### src/rtl/fifo_ctrl.sv
// Synchronous FIFO controller: sequences a dual-port storage array, tracks occupancy and status flags.
// Optional sticky overflow/underflow registers are built when FIFO_CTRL_ERR_FLAGS_EN is defined.
module fifo_ctrl #(
  parameter int unsigned ADDRESS_SIZE = 2,
  parameter int unsigned MEMORY_DEPTH = 4,
  parameter int unsigned AF_LEVEL     = 3,
  parameter int unsigned AE_LEVEL     = 1
) (
  input  logic                    clk,
  input  logic                    rst,
  input  logic                    wr_req,
  input  logic                    rd_req,
  output logic                    cw_en,
  output logic                    cr_en,
  output logic [ADDRESS_SIZE-1:0] w_ptr,
  output logic [ADDRESS_SIZE-1:0] r_ptr,
  output logic [ADDRESS_SIZE:0]   count,
  output logic                    full,
  output logic                    empty,
  output logic                    almost_full,
  output logic                    almost_empty,
  output logic                    rvalid,
  output logic                    overflow,
  output logic                    underflow
);

  localparam int unsigned CW = ADDRESS_SIZE + 1;

  // Flags are decoded from registered count only.
  assign full         = (count == CW'(MEMORY_DEPTH));
  assign empty        = (count == '0);
  assign almost_full  = (count >= CW'(AF_LEVEL));
  assign almost_empty = (count <= CW'(AE_LEVEL));

  // A read while full frees the slot this write lands in; reads never fall through an empty FIFO.
  assign cw_en = wr_req & (~full | rd_req);
  assign cr_en = rd_req & ~empty;

  always_ff @(posedge clk or posedge rst) begin
    if (rst) begin
      w_ptr  <= '0;
      r_ptr  <= '0;
      count  <= '0;
      rvalid <= 1'b0;
    end else begin
      rvalid <= cr_en;
      if (cw_en) w_ptr <= w_ptr + ADDRESS_SIZE'(1);
      if (cr_en) r_ptr <= r_ptr + ADDRESS_SIZE'(1);
      case ({cw_en, cr_en})
        2'b10:   count <= count + CW'(1);
        2'b01:   count <= count - CW'(1);
        default: count <= count;
      endcase
    end
  end

`ifdef FIFO_CTRL_ERR_FLAGS_EN
  always_ff @(posedge clk or posedge rst) begin
    if (rst) begin
      overflow  <= 1'b0;
      underflow <= 1'b0;
    end else begin
      if (wr_req & ~cw_en) overflow  <= 1'b1;
      if (rd_req & empty)  underflow <= 1'b1;
    end
  end
`else
  assign overflow  = 1'b0;
  assign underflow = 1'b0;
`endif

endmodule

### config.mk
export PLATFORM = sky130hd
export DESIGN_NAME = fifo_ctrl
export DESIGN_NICKNAME = d
export VERILOG_FILES = /design/src/rtl/fifo_ctrl.sv
export SDC_FILE = /design/constraint.sdc
export NUM_CORES = 1
export LEC_CHECK = 0
export CORE_AREA = 2 2 39 41
export CTS_BUF_LIST = sky130_fd_sc_hd__clkbuf_8 sky130_fd_sc_hd__clkbuf_16
export DETAILED_ROUTE_END_ITERATION = 10
export DIE_AREA = 0 0 41 43
export DONT_BUFFER_PORTS = 1
export PLACE_DENSITY = 0.54
export SYNTH_ARGS = -nofsm -noshare
export SYNTH_HDL_FRONTEND = slang
export SYNTH_SLANG_ARGS = --single-unit
### constraint.sdc
create_clock -name clk -period 1.4 [get_ports clk]
set_input_delay 0.28 -clock clk [delete_from_list [all_inputs] [get_ports clk]]
set_output_delay 0.28 -clock clk [all_outputs]
set_load 0.1 [all_outputs]
==> results by group <==
Run status
  • Status: complete, but fails checks
  • Failing checks: negative setup slack

Timing
  • Setup ws final: -342 ps
  • Final min period: 1740 ps
  • RSZ-0062 raised after global routing: true
  • Period utilization: 124%
  • Final Max Tran Viols: 0
  • Fmax: 574 MHz
  • Final hold violations: 0
  • Final setup vio count: 11
  • Skew final: 2.29 ps

GRT
  • Initial antenna violation count: 0
  • Number of global-route vias before repair: 473
  • Largest net degree at the start of global routing: 9
  • First-pass GRT wire length: 2020 um
  • Gr ovfl total: 0
  • GRT Overall Usage: 17.5%

Floorplan
  • Die ar.: 1760 um2
  • Placeable core area: 1380 um2
  • Die Ht: 43 um
  • Rows: 14
  • I/O pin total: 20
  • Starting Density: 34.6%
  • Die extent in x: 41 um

Setup path
  • CP Launch Type: flip-flop
  • CP Capture Type: primary output
  • Max FO, Critical Path: 3
  • Reg2Reg Setup Slack: -230 ps
  • CP Data Required Time: 1120 ps
  • CP arrival: 1460 ps
  • Critical path type: flip-flop to primary output

Run
  • Total of max-cap violations: 0

Clock tree
  • Clock Pin Slew Worst Setup and Hold Paths: 40 ps
  • TritonCTS clock tree: done
  • Clock Path Buffers: 2
  • Root Driver: clkbuf_8
  • H-tree Lvls: 1
  • Clk sinks: 8
  • Clk Latency, worst-skew pair: 220 ps
  • CTS Buf Count: 3

Synthesis
  • Netlist cell types: 18
  • Synth Register Bits: 8
  • Seq/Total Area, Yosys: 41.8%
  • Syn Inst Count: 47
  • Cell Area, Synth: 479 um2
  • Syn Area/Cell: 10.2 um2
  • Yosys Warn Count: 0

Route
  • Via-to-Cell Ratio: 4.38
  • Vias: 416
  • Drt initial violations: 1
  • Post-detailed-route wirelength per cell: 12.7 um
  • Antenna Nets Post-Route: 0
  • Residual DRC: 0
  • Drt pass-1 iters: 2
  • WL final: 1200 um

Layout
  • Final net count: 90
  • Antenna diodes: 0
  • Area Growth Syn to Fin: 107%
  • Layout Cells excl Fill: 95
  • Layout cells sized above 1: 72.2%

Place
  • Global placement routability congestion: 0.737
  • Cells after DPL: 82
  • Place WS: -162 ps
  • Dpl hpwl: 880 um
  • I/O Buffers: 0

Hold path
  • Min-delay worst type: primary input to flip-flop
## layout make-up
cell class / count / area (um2)
multi-input combinational: 31 / 337
tap: 16 / 20.0
inverter: 7 / 37.5
timing repair buffer: 29 / 338
clock buffer: 3 / 41.3
clock inverter: 1 / 3.75
fill: 93 / 393
sequential: 8 / 214
## critical path: stages, from the launching register on
cell	delay [ps]
dfrtp_4	500
inv_4	80
ha_4	140
nand3b_1	110
nand2_2	120
clkinvlp_4	110
buf_12	170
## per-stage QoR
stage	hold WS (ps)	TNS (ps)	cell area [um2]	utilization, %
2_1_floorplan	95.6	-3560	548	-
6_report	229	-2410	991	71.6
3_5_place_dp	135	-772	778	56.2
4_1_cts	229	-2490	956	69.1
3_3_place_gp	135	-531	778	56.2
5_1_grt	231	-3110	991	71.6
## cells by family (layout without fill, tap and decap cells)
family                   Yosys count  in the layout  synth area share (%)
XOR/XNOR                           6              6                  12.5
flip-flops                         8              8                  41.8
AND/OR/NAND/NOR                   11             11                  13.8
other                              1              2                 0.783
buffers and inverters              9             40                  8.62
AO/OA/AOI/OAI                      6              6                  6.79
adder cells (fa/ha/maj)            6              6                  15.7
## path summary, 6_finish.rpt
check / start / to / cells past startpoint
max in group asynchronous: rst / count[2] / 2
setup reg to reg: count[1] / count[2] / 8
hold / removal: wr_req / w_ptr[1] / 2
min in group asynchronous: rst / count[0] / 2
setup / recovery: count[1] / cw_en / 6
hold reg to reg: r_ptr[1] / r_ptr[1] / 1
## placed cells by master, fill, tap and decap left out, drive strengths merged
master and instances:
nand3 2, nand2 2, and2 2, xor2 1, nand3b 1, ha 6, a31oi 1, clkinvlp 1
conb 2, buf 28, nor2 3, clkbuf 3, dfrtp 8, o22ai 1, o21ai 2, a21oi 2
inv 7, dlygate4sd3 1, xnor2 5, nand2b 1
## repair_timing
| action | in CTS | in global routing |
|---|---|---|
| setup endpoints to repair | 9 | 13 |
| setup buffers | 7 | 1 |
| pin swaps | 6 | 2 |
| hold buffers | 1 | 0 |
| cloned | 0 | 0 |
| gates resized for setup | 18 | 6 |
| hold endpoints to repair | 8 | 0 |
## synth_stat cells
library cell | instances | share of area [%]
dfrtp_1 | 8 | 42
inv_1 | 7 | 5.5
ha_1 | 6 | 16
xnor2_1 | 5 | 9.1
nor2_1 | 3 | 2.3
a21oi_1 | 2 | 2.1
buf_4 | 2 | 3.1
nand2_1 | 2 | 1.6
nand3_1 | 2 | 2.1
o21ai_0 | 2 | 2.1
a31oi_1 | 1 | 1.3
and2_2 | 1 | 1.6
and2_4 | 1 | 1.8
conb_1 | 1 | 0.78
nand2b_4 | 1 | 2.9
nand3b_1 | 1 | 1.6
o22ai_1 | 1 | 1.3
xor2_2 | 1 | 3.4
## registers in the layout, summed over array words and instances (netlist names)
| name | count |
|---|---|
| rvalid | 1 |
| count | 3 |
| w_ptr | 2 |
| r_ptr | 2 |
## routing by layer
layer | share of wire, % | track usage, %
met1 | 36 | 19.2
met2 | 55 | 30.3
met3 | 9.4 | 4.71
met4 | 0 | 6.00
met5 | 0 | 0
Power is not shown: default switching activity piles up to over one toggle a cycle in this logic, so the estimate is an artifact.
